[config.mk]
export PLATFORM = sky130hd
export DESIGN_NAME = if_id_pipe
export DESIGN_NICKNAME = d
export VERILOG_FILES = /design/src/rtl/pipe_pkg.sv /design/src/rtl/pc_reg.sv /design/src/rtl/if_id_pipe.sv
export SDC_FILE = /design/constraint.sdc
export NUM_CORES = 1
export LEC_CHECK = 0
export ABC_CLOCK_PERIOD_IN_PS = 5500
export BUFFER_PORTS_ARGS = -buffer_cell sky130_fd_sc_hd__buf_4
export CORE_ASPECT_RATIO = 0.8
export CORE_MARGIN = 5
export CORE_UTILIZATION = 52
export CTS_CLUSTER_DIAMETER = 100
export DETAILED_ROUTE_END_ITERATION = 7
export GPL_TIMING_DRIVEN = 0
export HOLD_SLACK_MARGIN = 0.15
export PLACE_DENSITY = 0.8
export SETUP_SLACK_MARGIN = 0.3
export SYNTH_ARGS = -nofsm -noshare
export SYNTH_HDL_FRONTEND = slang
export SYNTH_SLANG_ARGS = --single-unit
[constraint.sdc]
create_clock -name clk -period 5.5 [get_ports clk]
set_input_delay 0.825 -clock clk [delete_from_list [all_inputs] [get_ports clk]]
set_output_delay 0.825 -clock clk [all_outputs]
set_load 0.01 [all_outputs]
[src/rtl/pipe_pkg.sv]
// Shared constants and FSM encoding for the fetch-side pipeline front end.
package pipe_pkg;

    localparam logic [31:0] NOP_INSTR        = 32'h0000_0013;
    localparam logic [31:0] DEFAULT_RESET_PC = 32'hBFC0_0000;

    typedef enum logic {
        BOOT,
        RUN
    } fetch_state_t;

endpackage

[src/rtl/pc_reg.sv]
// Fetch PC register: async reset, hold enable and a word-aligned redirect mux.
module pc_reg
    import pipe_pkg::*;
#(
    parameter int              XLEN     = 32,
    parameter logic [XLEN-1:0] RESET_PC = XLEN'(DEFAULT_RESET_PC)
) (
    input  logic            clk,
    input  logic            rst,
    input  logic            hold_i,
    input  logic            redirect_i,
    input  logic [XLEN-1:0] target_i,
    output logic [XLEN-1:0] pc_o
);

    logic [XLEN-1:0] pc_q;
    logic [XLEN-1:0] pc_d;

    // NOTE: pc_d gets a default before any branch, so no path leaves it unassigned and no latch is inferred.
    always_comb begin
        pc_d = pc_q + XLEN'(4);
        if (redirect_i) begin
            pc_d = {target_i[XLEN-1:2], 2'b00};
        end else if (hold_i) begin
            pc_d = pc_q;
        end
    end

    // NOTE: state registers use non-blocking assignments so every flop samples pre-edge values.
    always_ff @(posedge clk or posedge rst) begin
        if (rst) begin
            pc_q <= RESET_PC;
        end else begin
            pc_q <= pc_d;
        end
    end

    assign pc_o = pc_q;

endmodule

[src/rtl/if_id_pipe.sv]
// PC + IF/ID pipeline register with stall/flush handling and a stall watchdog.
// Optional IF_ID_PERF_EN adds 32-bit StallCount/FlushCount performance counters.
module if_id_pipe
    import pipe_pkg::*;
#(
    parameter int              XLEN      = 32,
    parameter logic [XLEN-1:0] RESET_PC  = XLEN'(DEFAULT_RESET_PC),
    parameter int              MAX_STALL = 15
) (
    input  logic            clk,
    input  logic            rst,
    input  logic            stall,
    input  logic            flush,
    input  logic [XLEN-1:0] PCTargetE,
    input  logic [31:0]     InstrF,
    output logic [XLEN-1:0] PCF,
    output logic [31:0]     InstrD,
    output logic [XLEN-1:0] PCD,
    output logic [XLEN-1:0] PCPlus4D,
    output logic            ValidD,
    output logic            StallErr
`ifdef IF_ID_PERF_EN
   ,output logic [31:0]     StallCount,
    output logic [31:0]     FlushCount
`endif
);

    typedef struct packed {
        logic [31:0]     instr;
        logic [XLEN-1:0] pc;
        logic [XLEN-1:0] pcp4;
        logic            valid;
    } ifid_t;

    localparam ifid_t BUBBLE = '{instr: NOP_INSTR, pc: '0, pcp4: '0, valid: 1'b0};

    fetch_state_t    state_q, state_d;
    ifid_t           ifid_q, ifid_d;
    logic [7:0]      wd_q, wd_d;
    logic            err_q, err_d;
    logic            run, flush_run, stall_run;
    logic [XLEN-1:0] pc_plus4;

    assign run       = (state_q == RUN);
    assign flush_run = run & flush;
    assign stall_run = run & stall & ~flush;
    assign pc_plus4  = PCF + XLEN'(4);

    pc_reg #(
        .XLEN    (XLEN),
        .RESET_PC(RESET_PC)
    ) u_pc_reg (
        .clk       (clk),
        .rst       (rst),
        .hold_i    (~run | stall),
        .redirect_i(flush_run),
        .target_i  (PCTargetE),
        .pc_o      (PCF)
    );

    always_comb begin
        state_d = RUN;
        ifid_d  = ifid_q;
        wd_d    = wd_q;
        err_d   = err_q;

        // Flush beats stall: the stalled D instruction is on the wrong path.
        if (!run || flush) begin
            ifid_d = BUBBLE;
        end else if (!stall) begin
            ifid_d = '{InstrF, PCF, pc_plus4, 1'b1};
        end

        if (stall_run) begin
            wd_d = (wd_q == 8'hFF) ? wd_q : wd_q + 8'd1;
            if (wd_d == 8'(MAX_STALL)) begin
                err_d = 1'b1;
            end
        end else if (!stall || !run) begin
            wd_d = '0;
        end
    end

    always_ff @(posedge clk or posedge rst) begin
        if (rst) begin
            state_q <= BOOT;
            ifid_q  <= BUBBLE;
            wd_q    <= '0;
            err_q   <= 1'b0;
        end else begin
            state_q <= state_d;
            ifid_q  <= ifid_d;
            wd_q    <= wd_d;
            err_q   <= err_d;
        end
    end

    assign InstrD   = ifid_q.instr;
    assign PCD      = ifid_q.pc;
    assign PCPlus4D = ifid_q.pcp4;
    assign ValidD   = ifid_q.valid;
    assign StallErr = err_q;

`ifdef IF_ID_PERF_EN
    logic [31:0] stall_cnt_q, flush_cnt_q;

    always_ff @(posedge clk or posedge rst) begin
        if (rst) begin
            stall_cnt_q <= '0;
            flush_cnt_q <= '0;
        end else begin
            stall_cnt_q <= stall_cnt_q + {31'd0, stall_run};
            flush_cnt_q <= flush_cnt_q + {31'd0, flush_run};
        end
    end

    assign StallCount = stall_cnt_q;
    assign FlushCount = flush_cnt_q;
`endif

endmodule

After elaboration in Yosys (flattened, before gate mapping)
Index checks and enable logic that the tools add are counted.
Word-level totals
  flip-flop bits (word level): 139
  input port bits: 68
  output and inout bits: 130
  word-level logic and storage cells: 33
Cells by class
  add/sub/neg operators: 2
  eq/ne operators: 4
  multiplexer cells: 7
  bitwise gates (word level): 6
  reduce and logical (&&, ||, !) cells: 6
Operator list (count)
  2-to-1 mux 97 bit: 2
  2-to-1 mux 32 bit: 2
  adder 32 x 3 -> 32 bit (second input constant): 1
  2-to-1 mux 8 bit: 3
  adder 8 x 1 -> 8 bit (second input constant): 1
  equality test 8 x 4 -> 1 bit (second input constant): 1
  equality test 8 bit (second input constant): 1
  bitwise AND 1 bit: 3
  zero test 1 bit: 2
  logical OR 1 bit: 2
  != test 2 x 1 -> 1 bit (second input constant): 1
  != test 2 bit (second input constant): 1
  NOT 1 bit: 2
  AND reduction 2 bit: 1
  nonzero test 2 bit: 1
  bitwise OR 1 bit: 1

Depth between registers and ports, before layout
Gate-level depths: netlist (run 1).
  depth in word-level cells: 4
  mapped depth: 8
  gate-level depth less buffers: 6

Hierarchy
From an unflattened synthesis (run 1), not the netlist that was laid out.
Unflattened totals
  cell total of the unflattened synthesis: 608
  area total of the unflattened synthesis: 6364.9 µm²
By module, submodules not included
  if_id_pipe: times used 1, cells an instance 409, area an instance 4550.6 µm², sequential area each 2631.3 µm²
  pc_reg: times used 1, cells an instance 199, area an instance 1814.2 µm², sequential area each 762.0 µm²

Least setup slack after synthesis (run 1)
No wires, ideal clock.
  path kind: input-to-reg
  start: input port flush
  end: register u_pc_reg.pc_q[20] (netlist: u_pc_reg.pc_o[20])
  setup time: 124 ps
  data arrival time: 2178 ps
  required time: 5376 ps
  path slack: 3198 ps
  stages: 7
  cells stage by stage: clkbuf_1 nor2b_1 buf_2 nand2_1 or4_2 o22ai_1 a21oi_1
Between the ends
  longest elaborated chain between the ends: 2
  elaborated cells on any way between the ends: 3
RTL lines
  from (decl): RTL line if_id_pipe.sv:13  | input logic flush,
  bitwise AND 1 bit *: RTL line if_id_pipe.sv:45  | assign flush_run = run & flush;
  != test 2 bit (no source line) / 2-to-1 mux 32 bit (equally long branches)
  to (signal assigned): RTL line pc_reg.sv:34  | pc_q <= pc_d;
  to (decl): RTL line pc_reg.sv:16  | logic [XLEN-1:0] pc_q;
Every way passes the cells marked *; elsewhere a longest branch is shown, timed or not.
A chain may end at the register's enable or synchronous reset.

Worst setup path in the final report (run 1)
  start: input port flush
  end: register u_pc_reg.pc_q[29] (netlist: u_pc_reg.pc_o[29])
Same word-level chain as after synthesis.

==> impl_metrics.ini, run 1 <==
[global_route]
grt_max_degree = 90
grt_first_pass_wirelength_um = 33660
grt_use_total_pct = 28.64
grt.overflow.total = 0
antenna_found_initial = 0
grt_pass1_vias = 6222

[critical_path]
path_max_fanout = 10
r2r_cells = 6
timing.rr.end = PCPlus4D[31]$_DFFE_PP0P_
r2r-start = u_pc_reg.pc_o[22]$_DFFE_PP1P_
crit_path_start_kind = input pin
reg2reg_slack_ns = 3.13
crit_type = input pin to flip-flop
worstPathRequired_ns = 5.85
critPathCapture = u_pc_reg.pc_o[29]$_DFFE_PP1P_
crit_path_end_kind = flip-flop
critPathArrivalTime_ns = 2.74
crit_start = flush

[timing]
setup_viol = 0
worst_slack_ns = 3.104
hold_slack_ns = 0.4084
relSlewSlack_pct = 35.62
tightest_slew_ns = 0.9557
hold_viol_final = 0
period_minus_slack_ns = 2.396
skew_ns = 0.005947
max_freq_mhz = 417.3
final_max_slew_viol_count = 0
rsz0062_at_grt = no
setup_tns_ns = 0
period_share_pct = 43.57

[logic_synthesis]
yosys.area.top_type = dfrtp_1
synth_edf_count = 0
ys_top_cells_by_area = dfrtp_1, mux2i_1, nor2_1, dfstp_2, a21oi_1
synth.avg_cell_area_um2 = 9.851
synth_top_area_share_pct = 45.20
netlist_instances = 680
synth_xor_area_share_pct = 3.792
async_flop_share_pct = 100.0
synth_compound_area_share_pct = 12.92
synth_seq_cells = 133
yosysMostFrequentCell = dfrtp_1
yosys.area_share.simple_pct = 17.87
synth_adder_area_share_pct = 0.3736
synthDistinctLibCells = 60
synth_ff_type = dfrtp_1
synth_top_family_by_area = simple AND/OR/NAND/NOR gates
synth_warnings = 0
synthMuxAreaShare_pct = 9.862
synth_area_um2 = 6699
ys_seq_area_share_pct = 49.91
synth_common_cells = dfrtp_1, nor2_1, mux2i_1

[final_layout]
drive_gt1_share_pct = 30.61
area_growth_pct = 34.82
n_antenna_cell = 0
finalInstanceArea_um2 = 9031
finalNonFillerCells = 1080
nNetsFinal = 962
fin_util_pct = 70.94

[placed_design]
port_buffers = 187
preCtsSetupSlack_ns = 2.689
placed_cell_area_um2 = 8373
dp_cells = 1048
routabilityCongestion = 0.9052
hpwlAfterDp_um = 15820

[route]
vias = 6203
ant_nets = 0
via_per_inst = 5.744
dr.first_iter.drc_count = 535
drc_errors = 0
firstDrtPassIters = 6
drt_wl_total_um = 21460
wl_per_cell_um = 19.87

[clock_tree]
cts_tree = done
cts_made_buffers = 17
clock-sinks = 133
cts_max_level = 4
clockRootBuffer = clkbuf_16
post_cts.repair.setup_buffers = 0
clkLatencyLatePin_ns = 0.43
clockBufferDepth = 2
clk_pin_slew_ns = 0.06
cts.repair.resized = 0
holdBufCountCts = 0

[power]
ir_worst_vdd_uv = 296.2
leakage_nw = 4.300
power.total_mw = 2.914
power_density_nw_per_um2 = 322.7

[floorplanning]
die_area_um2 = 15270
placementRows = 37
start_util_pct = 52.62
die_h_um = 111.5
io_pins = 198
core-area_um2 = 12730
die_x_um = 136.9

[run]
maxCapViolations = 0

[status]
status = finished, final reports clean

[min_path]
hold_path_class = input pin to async pin
critical path, stage by stage:
cell and delay (ns):
clkbuf_1 0.29, nand2b_1 0.19, clkbuf_1 0.58, nor2_1 0.35, nand2_1 0.15, mux2i_1 0.07
a221o_1 0.28
kinds of logic after synthesis:
group / Yosys count
DFF: 133
other: 2
AOI/OAI and AO/OA: 143
muxes: 66
buffers and inverters: 68
and+or+nand+nor: 237
xor gates and xnor gates: 29
adders and majority gates: 2
area by class of cell:
class / instances / area [um^2]
sequential: 133 / 3343
inverter: 8 / 35.03
buffer: 60 / 315.3
fill: 959 / 3700
clock inverter: 12 / 201.4
timing repair buffer: 188 / 1431
multi-input combinational: 484 / 3029
tap: 175 / 219.0
clock buffer: 20 / 456.7
sequential cells by signal, summed over array words and instances, names as in the netlist:
signal	count
u_pc_reg.pc_o	30
wd_q	8
ValidD	1
PCD	30
run	1
PCPlus4D	30
InstrD	32
StallErr	1
metal layers:
| metal | part of all wire [%] | up-vias | GRT usage (%) |
|---|---|---|---|
| li1 | - | 2808 | - |
| met1 | 40 | 3003 | 37.74 |
| met2 | 47 | 335 | 44.52 |
| met3 | 10 | 57 | 9.124 |
| met4 | 2.7 | 0 | 10.51 |
| met5 | 0 | - | 0 |
cells in the final DEF, fill, tap and decap left out, drive strengths merged, types with 3 or more instances in the layout:
master	n
a21oi	44
buf	218
bufinv	5
dfstp	12
nand2	51
a31oi	5
xor2	11
a311oi	4
or4	3
nand4	7
and2	4
a22o	3
o21ai	44
xnor2	18
a22oi	3
clkbuf	49
conb	7
clkinv	5
o31a	5
a221o	3
nor3	15
nand3	25
mux2i	66
nor2	98
inv	8
or3	3
and3	10
o31ai	3
dfrtp	121
a211oi	5
o22ai	13
nor2b	3
nor4	8
report_power, final:
part	switching (mW)	total [mW]	internal, mW
Clock	0.442	1.27	0.828
Sequential	0.0772	1.13	1.05
Combinational	0.288	0.517	0.230
how the worst min path moves through the flow:
stage / endpoint / slack [ns] / cells after the start / start
5_1_grt: InstrD[3]$_DFFE_PP0P_ / 0.43 / 2 / rst
2_1_floorplan: StallErr$_DFFE_PP0P_ / 0.50 / 2 / StallErr$_DFFE_PP0P_
3_3_place_gp: StallErr$_DFFE_PP0P_ / 0.45 / 2 / StallErr$_DFFE_PP0P_
6_report: InstrD[3]$_DFFE_PP0P_ / 0.41 / 2 / rst
4_1_cts: InstrD[3]$_DFFE_PP0P_ / 0.42 / 2 / rst
3_5_place_dp: ValidD$_DFFE_PP0P_ / 0.47 / 1 / ValidD$_DFFE_PP0P_
(Power assumes the default switching activity.)
==> run 2: changes to the inputs <==
--- a/config.mk
+++ b/config.mk
@@ -5,16 +5,17 @@
 export SDC_FILE = /design/constraint.sdc
 export NUM_CORES = 1
 export LEC_CHECK = 0
-export ABC_CLOCK_PERIOD_IN_PS = 5500
+export ABC_AREA = 1
+export ABC_CLOCK_PERIOD_IN_PS = 2000
 export BUFFER_PORTS_ARGS = -buffer_cell sky130_fd_sc_hd__buf_4
 export CORE_ASPECT_RATIO = 0.8
 export CORE_MARGIN = 5
-export CORE_UTILIZATION = 52
+export CORE_UTILIZATION = 46
 export CTS_CLUSTER_DIAMETER = 100
 export DETAILED_ROUTE_END_ITERATION = 7
 export GPL_TIMING_DRIVEN = 0
 export HOLD_SLACK_MARGIN = 0.15
-export PLACE_DENSITY = 0.8
+export PLACE_DENSITY = 0.76
 export SETUP_SLACK_MARGIN = 0.3
 export SYNTH_ARGS = -nofsm -noshare
 export SYNTH_HDL_FRONTEND = slang
==> constraint.sdc (replaced) <==
create_clock -name clk -period 2 [get_ports clk]
set_input_delay 0.3 -clock clk [delete_from_list [all_inputs] [get_ports clk]]
set_output_delay 0.3 -clock clk [all_outputs]
set_load 0.01 [all_outputs]
==> impl_metrics.ini, run 2 <==
[status]
status = finished, final reports clean

[logic_synthesis]
synth.avg_cell_area_um2 = 8.414
synth_edf_count = 0
ys_top_cells_by_area = dfrtp_1, nand2_1, dfstp_2, a22o_1, o21ai_0
async_flop_share_pct = 100.0
netlist_instances = 720
yosys.area.top_type = dfrtp_1
synth_top_area_share_pct = 49.98
synth_seq_cells = 133
ys_seq_area_share_pct = 55.18
synth_warnings = 0
synth_area_um2 = 6058
synth_common_cells = nand2_1, dfrtp_1, inv_1
synthDistinctLibCells = 29
synth_ff_type = dfrtp_1
yosysMostFrequentCell = nand2_1

[global_route]
grt.overflow.total = 0
grt_max_degree = 43
antenna_found_initial = 0
grt_use_total_pct = 25.91
grt_pass1_vias = 5965
grt_first_pass_wirelength_um = 32220

[clock_tree]
clk_pin_slew_ns = 0.06
cts_max_level = 4
clockRootBuffer = clkbuf_16
clockBufferDepth = 2
cts_tree = done
cts_made_buffers = 17
clock-sinks = 133
clkLatencyLatePin_ns = 0.41

[power]
swShare_pct = 26.85
intPower_mw = 5.369
p_seq_share_pct = 41.7
switchingPower_mw = 1.971
leakage_nw = 4.647
power_density_nw_per_um2 = 814.0
ir_worst_vdd_uv = 555.4
combPwrFrac_pct = 14.7
clkPwrFrac_pct = 43.6

[placed_design]
hpwlAfterDp_um = 13990
dp_cells = 1092
routabilityCongestion = 0.9245
port_buffers = 189

[timing]
tightest_slew_ns = 0.6979
setup_tns_ns = 0
final_max_slew_viol_count = 0
hold_slack_ns = 0.1723
period_minus_slack_ns = 1.615
skew_ns = 0.01453
max_freq_mhz = 619.3
rsz0062_at_grt = yes
setup_viol = 0
period_share_pct = 80.74
relSlewSlack_pct = 53.38
hold_viol_final = 0

[final_layout]
n_antenna_cell = 0
nNetsFinal = 1063
finalNonFillerCells = 1181
final_common_cell = nand2_1
n_fill_cell = 1018
fin_util_pct = 70.07
drive_gt1_share_pct = 28.53
final_cell_mix = nand2_1, buf_4, dfrtp_1
largest_reg_flops = 32
area_growth_pct = 48.84

[critical_path]
cpMaxStageDelayCell = dfrtp_1
crit_path_end_kind = flip-flop
crit_type = flip-flop to flip-flop
critPathArrivalTime_ns = 1.91
max_stage_delay_ns = 0.44
path_cells = nand3_1 -> inv_1 -> nand2_1 -> nor2_1 -> nand2_1 -> nand2_1 -> nand2_1 -> nand2_1 -> nand2_1
cpMostUsedCell = nand2_1
worstPathBufferInverterCount = 1
crit_family = simple AND/OR/NAND/NOR gates
crit_path_start_kind = flip-flop
path_max_fanout = 5
worstPathRequired_ns = 2.30

[route]
firstDrtPassIters = 5
drc_errors = 0
dr.first_iter.drc_count = 369
ant_nets = 0
drt_wl_total_um = 20330
via_per_inst = 5.173
wl_per_cell_um = 17.22
vias = 6109

[floorplanning]
start_util_pct = 47.07
core-area_um2 = 12870
die_h_um = 112.6
io_pins = 198
placementRows = 37
die_x_um = 138.3
die_area_um2 = 15580

[min_path]
hold_path_class = input pin to flip-flop

[run]
maxCapViolations = 0
## run 2: cell count changes in the layout (fill, tap and decap cells not counted), sizes merged, moves of 22 or more
cell / delta
nand3: +22
mux2i: -66
inv: +57
a22o: +31
dlygate4sd3: +54
a21oi: -37
nand2: +208
nor2: -41
## run 2: cell families (layout without fill, tap and decap cells)
family                     after synthesis  after routing  share of synthesized area [%]
adders and majority gates                2              2                         0.4130
and+or+nand+nor                        372            372                          24.97
AOI/OAI and AO/OA                      108            108                          11.69
other                                    2              7                         0.1240
DFF                                    133            133                          55.18
buffers and inverters                   97            378                          6.753
xor gates and xnor gates                 6              6                         0.8674
## run 2: area by class of cell
| cell class | count | area [um^2] | area share, % |
|---|---|---|---|
| inverter | 67 | 260.3 | 2.886 |
| sequential | 133 | 3349 | 37.14 |
| timing repair buffer | 249 | 2042 | 22.64 |
| clock buffer | 19 | 442.9 | 4.912 |
| multi-input combinational | 495 | 2385 | 26.45 |
| clock inverter | 13 | 157.7 | 1.748 |
| buffer | 30 | 161.4 | 1.790 |
| tap | 175 | 219.0 | 2.428 |
## run 2: repair_timing
item	CTS	global route
resized for setup	4	23
hold endpoints to repair	79	0
pin swaps	0	1
cloned	0	0
endpoints found under the setup margin	19	48
setup buffers	0	3
hold buffers	54	0
## run 2: stage by stage
stage / power (mW) / setup WS, ns / instance area [um^2]
2_1_floorplan: 3.499 / 0.05861 / 6081
3_3_place_gp: 4.004 / -0.7868 / 7719
3_5_place_dp: 4.036 / 0.02945 / 7779
4_1_cts: 7.316 / 0.2736 / 8930
5_1_grt: 7.608 / 0.2594 / 9017
6_report: 7.340 / 0.3852 / 9017
## run 2: worst paths after layout
path                       cells after the start                       endpoint  slack (ns)                          from
setup / recovery                               9       PCPlus4D[23]$_DFFE_PP0P_        0.39  u_pc_reg.pc_o[4]$_DFFE_PP0P_
hold / removal                                 4             ValidD$_DFFE_PP0P_        0.17                         flush
setup reg to reg                               9       PCPlus4D[23]$_DFFE_PP0P_        0.39  u_pc_reg.pc_o[4]$_DFFE_PP0P_
hold reg to reg                                2           StallErr$_DFFE_PP0P_        0.47          StallErr$_DFFE_PP0P_
max in group asynchronous                      5  u_pc_reg.pc_o[31]$_DFFE_PP1P_        0.55                           rst
min in group asynchronous                      3        PCPlus4D[8]$_DFFE_PP0P_        0.56                           rst
## run 2: power by group through the flow
stage / logic (mW) / clock network [mW] / registers, mW
floorplan: 0.383 / 0 / 3.12
finish: 1.08 / 3.20 / 3.06
global route: 1.18 / 3.35 / 3.08
global placement: 0.911 / 0 / 3.09
CTS: 1.04 / 3.23 / 3.05
detailed placement: 0.941 / 0 / 3.09
## run 2: worst min-delay path: cells and delay by family
kind          cells  cell delay, ns
buf+inv           2            0.12
simple gates      2            0.11
## run 2: metal layers
layer | vias to the layer above | wire length (um) | global-route usage (%) | share of wire, %
met5 | - | 0 | 0 | 0
met4 | 0 | 340 | 7.834 | 1.7
met3 | 37 | 1698 | 7.283 | 8.4
met2 | 295 | 9521 | 41.32 | 47
met1 | 2909 | 8772 | 34.74 | 43
li1 | 2868 | - | - | -
==> run 3: changes to the inputs <==
--- a/config.mk
+++ b/config.mk
@@ -6,16 +6,16 @@
 export NUM_CORES = 1
 export LEC_CHECK = 0
 export ABC_AREA = 1
-export ABC_CLOCK_PERIOD_IN_PS = 2000
+export ABC_CLOCK_PERIOD_IN_PS = 1600
 export BUFFER_PORTS_ARGS = -buffer_cell sky130_fd_sc_hd__buf_4
 export CORE_ASPECT_RATIO = 0.8
 export CORE_MARGIN = 5
-export CORE_UTILIZATION = 46
+export CORE_UTILIZATION = 51
 export CTS_CLUSTER_DIAMETER = 100
 export DETAILED_ROUTE_END_ITERATION = 7
 export GPL_TIMING_DRIVEN = 0
 export HOLD_SLACK_MARGIN = 0.15
-export PLACE_DENSITY = 0.76
+export PLACE_DENSITY = 0.8
 export SETUP_SLACK_MARGIN = 0.3
 export SYNTH_ARGS = -nofsm -noshare
 export SYNTH_HDL_FRONTEND = slang
==> constraint.sdc (replaced) <==
create_clock -name clk -period 1.6 [get_ports clk]
set_input_delay 0.24 -clock clk [delete_from_list [all_inputs] [get_ports clk]]
set_output_delay 0.24 -clock clk [all_outputs]
set_load 0.01 [all_outputs]
==> impl_metrics.ini, run 3 <==
[floorplanning]
placementRows = 35
io_pins = 198
die_x_um = 131.9
die_h_um = 107.5
start_util_pct = 52.40

[logic_synthesis]
synth_edf_count = 0
ys_seq_area_share_pct = 55.18
netlist_instances = 720
yosys.area.top_type = dfrtp_1
synth.avg_cell_area_um2 = 8.414
synth_seq_cells = 133
yosysMostFrequentCell = nand2_1
synth_area_um2 = 6058
ys_top_cells_by_area = dfrtp_1, nand2_1, dfstp_2, a22o_1, o21ai_0
synth_common_cells = nand2_1, dfrtp_1, inv_1
synthDistinctLibCells = 29
synth_top_area_share_pct = 49.98
async_flop_share_pct = 100.0
synth_ff_type = dfrtp_1
synth_warnings = 0

[status]
status = did not finish
tool.error = [ERROR DPL-0038] Utilization greater than 100%, impossible to legalize
stop_stage = 5_1_grt

[clock_tree]
cts_made_buffers = 17
clockBufferDepth = 2
clockRootBuffer = clkbuf_16
clock-sinks = 133
cts_max_level = 4

[placed_design]
routabilityCongestion = 0.9330
port_buffers = 189
hpwlAfterDp_um = 14060
placed_cell_area_um2 = 7774

[timing]
worst-ep-kind = sequential cell input
worst_endpoint = PCPlus4D[29]$_DFFE_PP0P_/D

[global_route]
grt_max_degree = 41
==> run 3: cell counts after synthesis <==
No cell type changed its count.
==> run 3: logic make-up after synthesis <==
group,count (synthesis),synth area share (%)
and+or+nand+nor,372,24.97
DFF,133,55.18
AOI/OAI and AO/OA,108,11.69
buffers and inverters,97,6.753
xor gates and xnor gates,6,0.8674
adders and majority gates,2,0.4130
other,2,0.1240
==> run 3: per-stage QoR <==
step           setup TNS [ns]  setup slack [ns]  cells
2_1_floorplan          -34.05           -0.2814    725
3_3_place_gp          -142.55            -1.107   1062
3_5_place_dp           -4.457           -0.2713   1065
4_1_cts                     0            0.1050   1208
==> run 3: what timing repair did <==
action                                 in CTS
endpoints found under the hold margin      78
setup endpoints to repair                 132
cloned                                      1
pin swaps                                  21
hold buffers                               63
setup buffers                              47
resized for setup                         141
==> run 4: changes to the inputs <==
--- a/config.mk
+++ b/config.mk
@@ -8,15 +8,11 @@
 export ABC_AREA = 1
 export ABC_CLOCK_PERIOD_IN_PS = 1600
 export BUFFER_PORTS_ARGS = -buffer_cell sky130_fd_sc_hd__buf_4
-export CORE_ASPECT_RATIO = 0.8
 export CORE_MARGIN = 5
-export CORE_UTILIZATION = 51
-export CTS_CLUSTER_DIAMETER = 100
+export CORE_UTILIZATION = 40
 export DETAILED_ROUTE_END_ITERATION = 7
 export GPL_TIMING_DRIVEN = 0
-export HOLD_SLACK_MARGIN = 0.15
-export PLACE_DENSITY = 0.8
-export SETUP_SLACK_MARGIN = 0.3
+export PLACE_DENSITY_LB_ADDON = 0.15
 export SYNTH_ARGS = -nofsm -noshare
 export SYNTH_HDL_FRONTEND = slang
 export SYNTH_SLANG_ARGS = --single-unit
==> impl_metrics.ini, run 4 (synthesis gave the netlist of run 2 again) <==
[global_route]
grt_max_degree = 36
grt.overflow.total = 0
grt_first_pass_wirelength_um = 31400
antenna_found_initial = 0
grt_pass1_vias = 5782
grt_use_total_pct = 22.62

[status]
status = finished, final reports clean

[timing]
rsz0062_at_grt = yes
max_freq_mhz = 635.4
final_max_slew_viol_count = 0
period_minus_slack_ns = 1.574
skew_ns = 0.006876
hold_viol_final = 0
period_share_pct = 98.36
worst_slack_ns = 0.02617
setup_viol = 0

[placed_design]
preCtsSetupSlack_ns = -0.3323
port_buffers = 189
routabilityCongestion = 0.9014
hpwlAfterDp_um = 14560
placed_cell_area_um2 = 7815

[critical_path]
path_max_fanout = 6
crit_path_end_kind = flip-flop
critPathArrivalTime_ns = 1.86
crit_path_start_kind = flip-flop
crit_type = flip-flop to flip-flop
worstPathRequired_ns = 1.89

[route]
wl_per_cell_um = 17.06
drt_wl_total_um = 19620
drc_errors = 0
firstDrtPassIters = 5
ant_nets = 0
vias = 5654
dr.first_iter.drc_count = 282
via_per_inst = 4.917

[power]
ir_worst_vdd_uv = 753.4
swShare_pct = 26.59
intPower_mw = 6.442
switchingPower_mw = 2.333
clkPwrFrac_pct = 41.7
power_density_nw_per_um2 = 1018
leakage_nw = 4.448
p_seq_share_pct = 43.6
combPwrFrac_pct = 14.8

[final_layout]
area_growth_pct = 42.21
n_fill_cell = 1435
final_common_cell = nand2_1
largest_reg_flops = 32
drive_gt1_share_pct = 33.37
final_cell_mix = nand2_1, buf_4, dfrtp_1
fin_util_pct = 57.31
n_antenna_cell = 0
nNetsFinal = 1019
finalInstanceArea_um2 = 8616

[min_path]
hold_path_class = input pin to flip-flop

[run]
maxCapViolations = 0

[floorplanning]
core-area_um2 = 15030
die_h_um = 133.1
die_area_um2 = 17710
placementRows = 45
start_util_pct = 40.30
io_pins = 198
die_x_um = 133.1

[clock_tree]
cts_tree = done
clk_pin_slew_ns = 0.05
clockRootBuffer = clkbuf_16
cts_max_level = 4
clkLatencyLatePin_ns = 0.41
clockBufferDepth = 2
clock-sinks = 133
cts_made_buffers = 17
[run 4: path summary, 6_finish.rpt]
check / depth (start not counted) / endpoint / from / slack [ns]
max in group asynchronous: 5 / u_pc_reg.pc_o[22]$_DFFE_PP1P_ / rst / 0.43
setup reg to reg: 9 / u_pc_reg.pc_o[30]$_DFFE_PP0P_ / u_pc_reg.pc_o[12]$_DFFE_PP0P_ / 0.03
hold reg to reg: 2 / StallErr$_DFFE_PP0P_ / StallErr$_DFFE_PP0P_ / 0.47
setup / recovery: 9 / u_pc_reg.pc_o[30]$_DFFE_PP0P_ / u_pc_reg.pc_o[12]$_DFFE_PP0P_ / 0.03
hold / removal: 2 / InstrD[29]$_DFFE_PP0P_ / InstrF[29] / 0.04
min in group asynchronous: 3 / PCPlus4D[8]$_DFFE_PP0P_ / rst / 0.40
[run 4: final cells by class]
type                            instances  area, um^2  area share [%]
Sequential cell                       133        3354           38.93
Multi-Input combinational cell        495        2450           28.43
Timing Repair Buffer                  205        1592           18.47
Clock buffer                           27       493.0           5.722
Inverter                               67       260.3           3.021
Tap cell                              188       235.2           2.730
Buffer                                 30       178.9           2.077
Clock inverter                          5       52.55          0.6099
[run 4: layer usage]
layer	track usage (%)	up-vias	wire length, um	share of wire, %
met2	36.40	182	9290	47
met1	30.08	2684	8700	44
met3	6.806	16	1385	7.1
li1	-	2772	-	-
met4	5.485	0	245	1.2
met5	0	-	0	0
[run 4: stage by stage]
stage | setup TNS, ns | hold WS (ns) | cells | power, mW
global route | -0.1102 | 0.02429 | 1150 | 9.170
global placement | -159.79 | 0.4485 | 1102 | 5.023
finish | 0 | 0.03721 | 1150 | 8.775
CTS | -0.02530 | 0.02294 | 1141 | 8.755
floorplan | -34.05 | 0.3640 | 725 | 4.373
detailed placement | -5.285 | 0.2588 | 1106 | 5.060
[run 4: critical path, stage by stage (launching register included)]
cell and delay, ns:
dfrtp_2 0.47, nand2_1 0.13, nor2_1 0.26, nand2_1 0.12, nor2_2 0.15, nand2_1 0.07
nand2_1 0.06, nand2_1 0.05, nand2_1 0.08, nand3_1 0.07
[run 4: what timing repair did]
item                                    4_1_cts  5_1_grt
setup buffers                                 2        9
gates resized for setup                      15       55
hold endpoints to repair                     13        0
pin swaps                                     0        5
endpoints found under the setup margin       43       79
hold buffers                                  1        0
[run 4: power groups by stage]
stage	clock [mW]	combinational, mW	sequential (mW)
2_1_floorplan	0	0.478	3.89
3_3_place_gp	0	1.15	3.87
3_5_place_dp	0	1.19	3.87
4_1_cts	3.72	1.23	3.81
5_1_grt	3.88	1.43	3.85
6_report	3.66	1.29	3.82
